===== src/rtl/key_scheduler.sv =====
// key_scheduler: hands out RC4 candidate keys to a pool of cracking cores.
// Keys are issued in ascending order, one grant per cycle at most, with a
// round-robin search over requesting cores. The first reported hit ends the
// search (FOUND). Running past the last key ends it too: the last key is
// issued, the scheduler drains, and it reports FAILED once every core is idle.
module key_scheduler #(
   parameter int                    CORE_NUMBER            = 4,
   parameter int                    KEY_WIDTH              = 24,
   parameter logic [KEY_WIDTH-1:0]  MAX_SIZE_OF_SECRET_KEY = 24'h3FFFFF,
   localparam int                   IDX_W = (CORE_NUMBER > 1) ? $clog2(CORE_NUMBER) : 1
) (
   input  logic                             clk,
   input  logic                             rst,
   input  logic                             start,
   input  logic [CORE_NUMBER-1:0]           key_req,
   input  logic [CORE_NUMBER-1:0]           core_busy,
   input  logic [CORE_NUMBER-1:0]           hit,
   input  logic [CORE_NUMBER*KEY_WIDTH-1:0] hit_key,
   output logic [CORE_NUMBER-1:0]           key_grant,
   output logic [KEY_WIDTH-1:0]             key_out,
   output logic                             stop,
   output logic                             running,
   output logic                             found,
   output logic                             failed,
   output logic [KEY_WIDTH-1:0]             found_key,
   output logic [IDX_W-1:0]                 found_core
);

   typedef enum logic [2:0] {
      S_IDLE,
      S_RUN,
      S_DRAIN,
      S_FOUND,
      S_FAILED
   } state_t;

   // One extra bit so that issuing the all-ones key cannot wrap back to zero.
   localparam logic [KEY_WIDTH:0] LP_LAST_KEY = {1'b0, MAX_SIZE_OF_SECRET_KEY};

   state_t                 r_state;
   logic [KEY_WIDTH:0]     r_next_key;
   logic [IDX_W-1:0]       r_rr_ptr;

   logic [CORE_NUMBER-1:0] w_eligible;
   logic                   w_grant_valid;
   logic [IDX_W-1:0]       w_grant_idx;
   logic [IDX_W-1:0]       w_scan_idx;
   logic [CORE_NUMBER-1:0] w_grant_onehot;
   logic [IDX_W-1:0]       w_rr_next;
   logic                   w_issue;
   logic                   w_hit_any;
   logic [IDX_W-1:0]       w_hit_idx;
   logic [KEY_WIDTH-1:0]   w_hit_key;

   // A core granted last cycle has not yet seen its grant, so it sits out one cycle.
   assign w_eligible = key_req & ~key_grant;

   // Round-robin search: first eligible core at or above rr_ptr, wrapping around.
   always_comb begin
      w_grant_valid = 1'b0;
      w_grant_idx   = '0;
      w_scan_idx    = '0;
      for (int unsigned k = 0; k < CORE_NUMBER; k++) begin
         w_scan_idx = IDX_W'((32'(r_rr_ptr) + k) % CORE_NUMBER);
         if (!w_grant_valid && w_eligible[w_scan_idx]) begin
            w_grant_valid = 1'b1;
            w_grant_idx   = w_scan_idx;
         end
      end
   end

   // Decode the chosen core into the one-hot grant pattern.
   always_comb begin
      w_grant_onehot = '0;
      for (int unsigned k = 0; k < CORE_NUMBER; k++) begin
         w_grant_onehot[k] = w_grant_valid && (w_grant_idx == IDX_W'(k));
      end
   end

   assign w_rr_next = (w_grant_idx == IDX_W'(CORE_NUMBER - 1)) ? '0 : w_grant_idx + 1'b1;

   // Never issue a key beyond the last one, even if a request is pending.
   assign w_issue = w_grant_valid && (r_next_key <= LP_LAST_KEY);

   // Lowest-numbered hitting core wins when several report in the same cycle.
   always_comb begin
      w_hit_idx = '0;
      for (int k = CORE_NUMBER - 1; k >= 0; k--) begin
         if (hit[k]) begin
            w_hit_idx = IDX_W'(k);
         end
      end
   end

   assign w_hit_any = |hit;
   assign w_hit_key = hit_key[w_hit_idx*KEY_WIDTH +: KEY_WIDTH];

   // Control FSM with all outputs registered alongside the state.
   always_ff @(posedge clk) begin
      if (rst) begin
         r_state    <= S_IDLE;
         r_next_key <= '0;
         r_rr_ptr   <= '0;
         key_grant  <= '0;
         key_out    <= '0;
         stop       <= 1'b0;
         running    <= 1'b0;
         found      <= 1'b0;
         failed     <= 1'b0;
         found_key  <= '0;
         found_core <= '0;
      end else begin
         key_grant <= '0;
         unique case (r_state)
            S_IDLE, S_FOUND, S_FAILED: begin
               if (start) begin
                  r_state    <= S_RUN;
                  r_next_key <= '0;
                  r_rr_ptr   <= '0;
                  stop       <= 1'b0;
                  running    <= 1'b1;
                  found      <= 1'b0;
                  failed     <= 1'b0;
                  found_key  <= '0;
                  found_core <= '0;
               end
            end
            S_RUN, S_DRAIN: begin
               if (w_hit_any) begin
                  r_state    <= S_FOUND;
                  found      <= 1'b1;
                  found_core <= w_hit_idx;
                  found_key  <= w_hit_key;
                  stop       <= 1'b1;
                  running    <= 1'b0;
               end else if (r_state == S_RUN) begin
                  if (w_issue) begin
                     key_grant  <= w_grant_onehot;
                     key_out    <= r_next_key[KEY_WIDTH-1:0];
                     r_next_key <= r_next_key + 1'b1;
                     r_rr_ptr   <= w_rr_next;
                     if (r_next_key == LP_LAST_KEY) begin
                        r_state <= S_DRAIN;
                     end
                  end
               end else if (core_busy == '0) begin
                  r_state <= S_FAILED;
                  failed  <= 1'b1;
                  stop    <= 1'b1;
                  running <= 1'b0;
               end
            end
            default: begin
               r_state <= S_IDLE;
               running <= 1'b0;
               stop    <= 1'b0;
            end
         endcase
      end
   end

endmodule


===== config.mk =====
export PLATFORM = sky130hd
export DESIGN_NAME = key_scheduler
export DESIGN_NICKNAME = d
export VERILOG_FILES = /design/src/rtl/key_scheduler.sv
export SDC_FILE = /design/constraint.sdc
export NUM_CORES = 1
export LEC_CHECK = 0
export ABC_AREA = 1
export CAP_MARGIN = 20
export CORE_MARGIN = 2
export CORE_UTILIZATION = 51
export CTS_BUF_LIST = sky130_fd_sc_hd__clkbuf_8
export CTS_CLUSTER_SIZE = 14
export DETAILED_ROUTE_END_ITERATION = 10
export PLACE_DENSITY = 0.95
export SLEW_MARGIN = 20
export SYNTH_ARGS = -nofsm -noshare
export SYNTH_HDL_FRONTEND = slang
export SYNTH_SLANG_ARGS = --single-unit

===== constraint.sdc =====
create_clock -name clk -period 5.7 [get_ports clk]
set_input_delay 0.855 -clock clk [delete_from_list [all_inputs] [get_ports clk]]
set_output_delay 0.855 -clock clk [all_outputs]
set_load 0.01 [all_outputs]

==> flow_metrics.py <==
metrics = {
    "final_layout": {
        "syn2layout_area_growth_pct": 37.83,
        "seq_area_um2": 1762,
        "final_cell_mix": "201 x nor2_1, 167 x clkdlybuf4s50_1, 162 x nand2_1, 88 x dfxtp_1, 69 x o21ai_0",
        "drive_above_1_share": 0.05027,
        "finish.utilization": 0.7325,
        "final_common_cell": "nor2_1",
        "layout.nets": 1046,
        "fillers": 719,
        "multi_input_area_um2": 2831,
        "diodes": 0,
    },
    "power_and_ir_drop": {
        "internal_power_w": 0.001260,
        "clkPwrFrac": 0.209,
        "seqPwrFrac": 0.393,
        "power.leakage_nw": 2.582,
        "power.switching_w": 0.0008704,
        "ir_worst_vdd_v": 0.0001479,
        "comb_power_share": 0.398,
        "swShare": 0.4085,
        "cellPowerDensity_nw_per_um2": 311.8,
    },
    "sta": {
        "finalCritPeriodShare": 0.4992,
        "tightest_slew_ps": 957.5,
        "setup_violations": 0,
        "setup-tns-final_ps": 0,
        "skew_ps": 12.31,
        "hold_violations": 0,
        "rsz0062_at_grt": "false",
        "finalMaxSlewViolations": 0,
        "fmax_mhz": 351.4,
        "timing.slew.headroom": 0.3601,
        "period_needed_ps": 2846,
    },
    "grt": {
        "grt_usage": 0.2838,
        "grt_pass1_vias": 5192,
        "grt_max_degree": 59,
        "antenna_found_initial": 0,
        "grt_pass1_wl_um": 23810,
        "grt.overflow.total": 0,
    },
    "synth": {
        "synth_nets": 903,
        "yosysWarnings": 0,
        "syn_inst": 787,
        "yosysTopAreaCell": "dfxtp_1",
        "yosys-top-cells-area": "dfxtp_1 36%, nor2_1 15%, nand2_1 12%",
        "postSynthRegisterBits": 88,
        "ys_seq_area_frac": 0.3554,
        "yosysUniqueCellTypes": 36,
        "avgSynthCellArea_um2": 6.299,
        "synth_top_area_frac": 0.3554,
        "syn_area_um2": 4957,
    },
    "place": {
        "io_buffer_count": 168,
        "gp_congestion": 0.8774,
        "dp_hpwl_um": 10480,
    },
    "min_path": {
        "hp-class": "reg2reg",
        "hold_start": "r_next_key[23]",
    },
    "clock_network": {
        "clockBufferDepth": 2,
        "cts_setup_buffers": 0,
        "root_buffer": "clkbuf_8",
        "clkTransAtPathRegs_ps": 90,
        "htree_levels": 3,
        "cts_resized": 0,
        "numCtsBuffers": 9,
        "clock_latency_ps": 360,
        "ctsHoldBuffers": 0,
        "cts_tree": "yes",
        "clkSinkCount": 88,
    },
    "die": {
        "fp-row-count": 35,
        "die_w_um": 102.6,
        "start_util": 0.5315,
        "fp.dieH_um": 102.6,
        "die_area_um2": 10520,
        "io_pins": 169,
        "core_um2": 9328,
    },
    "critical_path": {
        "criticalPathCategory": "in2reg",
        "crit_path_end_kind": "flip-flop",
        "r2r-start": "r_state[0]",
        "arrival_ps": 3140,
        "startpoint": "hit[3]",
        "critPathMaxFanout": 48,
        "crit_path_start_kind": "input pin",
        "required_ps": 5990,
    },
    "route": {
        "vias_per_cell": 5.257,
        "drt_iter0_drc": 355,
        "drt-pass1-iter-count": 5,
        "wl_per_cell_um": 13.65,
        "antenna_left": 0,
        "finalWirelength_um": 14520,
        "post-route-drc-count": 0,
        "num_vias": 5593,
    },
    "job": {
        "max_cap_viol_count": 0,
    },
    "run_status": {
        "status": "finished clean",
    },
}
[cells by family after synthesis]
family                   Yosys count  synth area share
AO/OA/AOI/OAI                    140            0.1451
XOR/XNOR                           7           0.01237
adder cells (fa/ha/maj)            5           0.01262
buffers and inverters             85           0.07445
flip-flops                        88            0.3554
AND/OR/NAND/NOR                  462            0.4000
[power by group through the flow]
stage / Clock (W) / Combinational, W / Sequential (W)
floorplan: 0 / 0.000602 / 0.000819
global placement: 0 / 0.000814 / 0.000841
detailed placement: 0 / 0.000837 / 0.000844
CTS: 0.000448 / 0.000844 / 0.000832
global route: 0.000473 / 0.000957 / 0.000852
finish: 0.000445 / 0.000849 / 0.000837
[cells in the mapped netlist]
cell type and number:
nor3_1 33, inv_2 2, nor2_2 3, a211oi_1 2
nand3_2 1, a22oi_1 1, buf_4 3, nand2_2 5
or2_2 2, o21ai_1 4, nand4_1 4, inv_1 43
nand2_1 162, nand2_4 3, buf_6 4, buf_1 1
nor3b_1 2, nor2_4 5, a21oi_4 1, ha_1 5
buf_2 5, and3_1 1, a21oi_1 63, nor2_1 201
o21ai_0 69, nand3b_1 1, nor4_1 1, clkbuf_2 2
dfxtp_1 88, nand4_4 1, and2_1 1, nand3_4 2
xor2_1 2, nand3_1 34, xnor2_1 5, clkbuf_1 25
[worst max-delay path, cell delays in order]
cell             delay, ps
clkdlybuf4s50_1        470
inv_1                   40
o21ai_0                130
nand2_1                430
inv_1                  200
buf_4                  450
nor2_1                 100
nor3_1                 150
o21ai_0                120
a21oi_1                180
[through the flow]
| step | cell area, um^2 | worst slack [ps] | total power [W] | instances | hold WS (ps) |
|---|---|---|---|---|---|
| floorplan | 4957 | 3366 | 0.001421 | 787 | 416.7 |
| global placement | 6630 | 2593 | 0.001655 | 1048 | 427.9 |
| CTS | 6833 | 2878 | 0.002124 | 1064 | 443.7 |
| global route | 6833 | 2525 | 0.002282 | 1064 | 464.9 |
| detailed placement | 6630 | 2499 | 0.001681 | 1048 | 428.6 |
| finish | 6833 | 2854 | 0.002130 | 1064 | 443.2 |
[flip-flops by register name, indices dropped and copies added (netlist names)]
| signal | flops |
|---|---|
| stop | 1 |
| failed | 1 |
| r_next_key | 25 |
| key_out | 24 |
| found_core | 2 |
| r_rr_ptr | 2 |
| running | 1 |
| key_grant | 4 |
| found_key | 24 |
| found | 1 |
| r_state | 3 |
[path summary, 6_finish.rpt]
path | cells past startpoint | end | slack (ps)
worst min-delay path | 2 | r_next_key[23] | 440
worst min register to register | 2 | r_next_key[23] | 440
worst max register to register | 11 | r_next_key[3] | 2930
worst max-delay path | 10 | found_key[17] | 2850
[final cells by class]
| type | count | area share |
|---|---|---|
| Multi-Input combinational cell | 614 | 0.4144 |
| Sequential cell | 88 | 0.2578 |
| Timing Repair Buffer | 172 | 0.2498 |
| Inverter | 45 | 0.02472 |
| Tap cell | 129 | 0.02362 |
| Clock buffer | 9 | 0.01813 |
| Clock inverter | 7 | 0.01154 |
[layer usage]
layer,track usage,up-vias,part of all wire
met5,0,-,0
met4,0.09026,0,0.024
met3,0.07729,39,0.079
met2,0.5073,238,0.50
met1,0.3291,2500,0.40
li1,-,2816,-
Power figures use the tool's default switching activity.
==> patch: new RTL, config.mk and constraints unchanged <==
Encoding of `state_t`: now one-hot (5 bits for 5 states).
--- a/src/rtl/key_scheduler.sv
+++ b/src/rtl/key_scheduler.sv
@@ -28,8 +28,8 @@
 
-   typedef enum logic [2:0] {
-      S_IDLE,
-      S_RUN,
-      S_DRAIN,
-      S_FOUND,
-      S_FAILED
+   typedef enum logic [4:0] {
+      S_IDLE   = 5'b00001,
+      S_RUN    = 5'b00010,
+      S_DRAIN  = 5'b00100,
+      S_FOUND  = 5'b01000,
+      S_FAILED = 5'b10000
    } state_t;
Function: no difference found for any inputs over 4 cycles, from zero or initial values and one cycle with rst high; so few cycles prove little.
==> patch against the unedited design <==
- non-clock buffer count did not move
- clock power barely moved
- routed wire length rose by 4.1%
- critical path depth fell by 1
- synthesized area rose by 2.7%
- register-to-register slack got worse by 0.09 ns
- worst hold slack improved by 0.018 ns
- total power rose by 3.5%
- critical endpoint is now found_key[2]$_SDFFE_PP0P_
- sequential power fell by 3.2%
- cell area rose by 2.0%
- sequential cell count rose by 2
- setup slack got worse by 0.41 ns
==> patch: results (changes against the unedited design) <==
[power]
power_leakage_nw=2.77  ; was 2.58 nW
power.internal_mw=1.29  ; was 1.26 mW
ir_drop_uv=217  ; was 148 µV

[logic_synthesis]
synth_area_leaders=dfxtp_1, nand2_1, nor2_1  ; was dfxtp_1, nor2_1, nand2_1
yosysWarnings=0  ; unchanged
synth_adder_area_share_pct=1.23  ; was 1.26%
syn_area_per_cell_um2=6.35  ; was 6.30 µm²
synth-xor-area-share_pct=0  ; was 1.24%
yosysSeqAreaShare_pct=35.4  ; was 35.5%
synth.top_cells.by_count=nand2_1, nor2_1, dfxtp_1  ; was nor2_1, nand2_1, dfxtp_1

[final_layout]
drive_above_1_share_pct=6.97  ; was 5.03%
nets=1059  ; was 1046
n_fill_cell=801  ; was 719

[route]
postRouteWirelength_um=15100  ; was 14500 µm
vias=5801  ; was 5593
drtIter0Drc=442  ; was 355
detail_route.wl_per_cell_um=14.0  ; was 13.6 µm
dr_wl_met3_um=1250  ; was 1140 µm
met2_wirelength_um=7470  ; was 7230 µm
wl_met1_um=5980  ; was 5800 µm

[sta]
hold_ws_ns=0.461  ; was 0.443 ns
maxSlewHeadroom_pct=43.6  ; was 36.0%
fin_skew_ns=0.0135  ; was 0.0123 ns
fmax_mhz=307  ; was 351 MHz

[global_route]
grt_pass1_vias=5352  ; was 5192
grt_usage_pct=27.6  ; was 28.4%
grt_pass1_wl_um=24800  ; was 23800 µm
grt_max_degree=50  ; was 59

[setup_path]
critPathMaxFanout=25  ; was 48
r2r_start=r_state[0]$_SDFFE_PP1P_  ; was r_state[0]$_SDFFE_PP0P_
reg2reg_slack_ns=2.84  ; was 2.93 ns

[placement]
hpwl_um=10900  ; was 10500 µm
place_ws_ns=2.00  ; was 2.50 ns
gp_congestion=0.929  ; was 0.877
place_area_mm2=0.00675  ; was 0.00663 mm²

[min_path]
hold_depth=2  ; unchanged
hold_end=key_out[23]$_SDFFE_PP0P_  ; was r_next_key[23]$_SDFFE_PP0P_
hp-start=key_out[23]$_SDFFE_PP0P_  ; was r_next_key[23]$_SDFFE_PP0P_

[status]
outcome=completed  ; unchanged

[patch: power by group through the flow]
| stage | Sequential, mW | Clock (mW) | Combinational, mW |
|---|---|---|---|
| after floorplan | 0.803 | 0 | 0.703 |
| after global placement | 0.819 | 0 | 0.895 |
| after detailed placement | 0.820 | 0 | 0.923 |
| after CTS | 0.807 | 0.447 | 0.931 |
| after global routing | 0.823 | 0.475 | 1.07 |
| final | 0.810 | 0.446 | 0.948 |
[patch: logic make-up (layout without fill, tap and decap cells)]
family          after synthesis  in the layout
buf+inv                      96            242
compound gates              144            144
fa+ha+maj                     5              5
flops                        90             90
simple gates                466            466
[patch: how the worst max path moves through the flow]
stage	startpoint	endpoint	cells past startpoint
after floorplan	key_req[3]	r_rr_ptr[1]$_SDFFE_PP0P_	14
after global placement	hit[2]	r_next_key[9]$_SDFFE_PP0P_	10
after detailed placement	hit[2]	r_next_key[3]$_SDFFE_PP0P_	10
after CTS	hit[2]	r_next_key[3]$_SDFFE_PP0P_	10
after global routing	hit[3]	found_key[1]$_SDFFE_PP0P_	9
final	hit[2]	found_key[2]$_SDFFE_PP0P_	9
[patch: worst max-delay path: stages]
cell             delay [ns]
clkdlybuf4s50_1        0.47
nor2_1                 0.05
inv_1                  0.08
nand3_1                0.61
inv_1                  0.82
o21ai_0                0.24
o22ai_1                0.21
nand2_1                0.07
a21oi_1                0.14
[patch: routing by layer]
| metal | vias to the layer above | global-route usage [%] |
|---|---|---|
| li1 | 2895 | - |
| met1 | 2618 | 31.8 |
| met2 | 248 | 47.8 |
| met3 | 40 | 8.15 |
| met4 | 0 | 11.1 |
| met5 | - | 0 |
[patch: layout make-up]
class	count	area, µm²	share of cell area [%]
multi-input cells	615	2880	41.3
flip-flops and latches	90	1800	25.8
repair buffers	172	1710	24.6
well taps	133	166	2.39
clock inverters	5	62.6	0.897
clock buffers	10	138	1.97
inverters	55	209	3.00
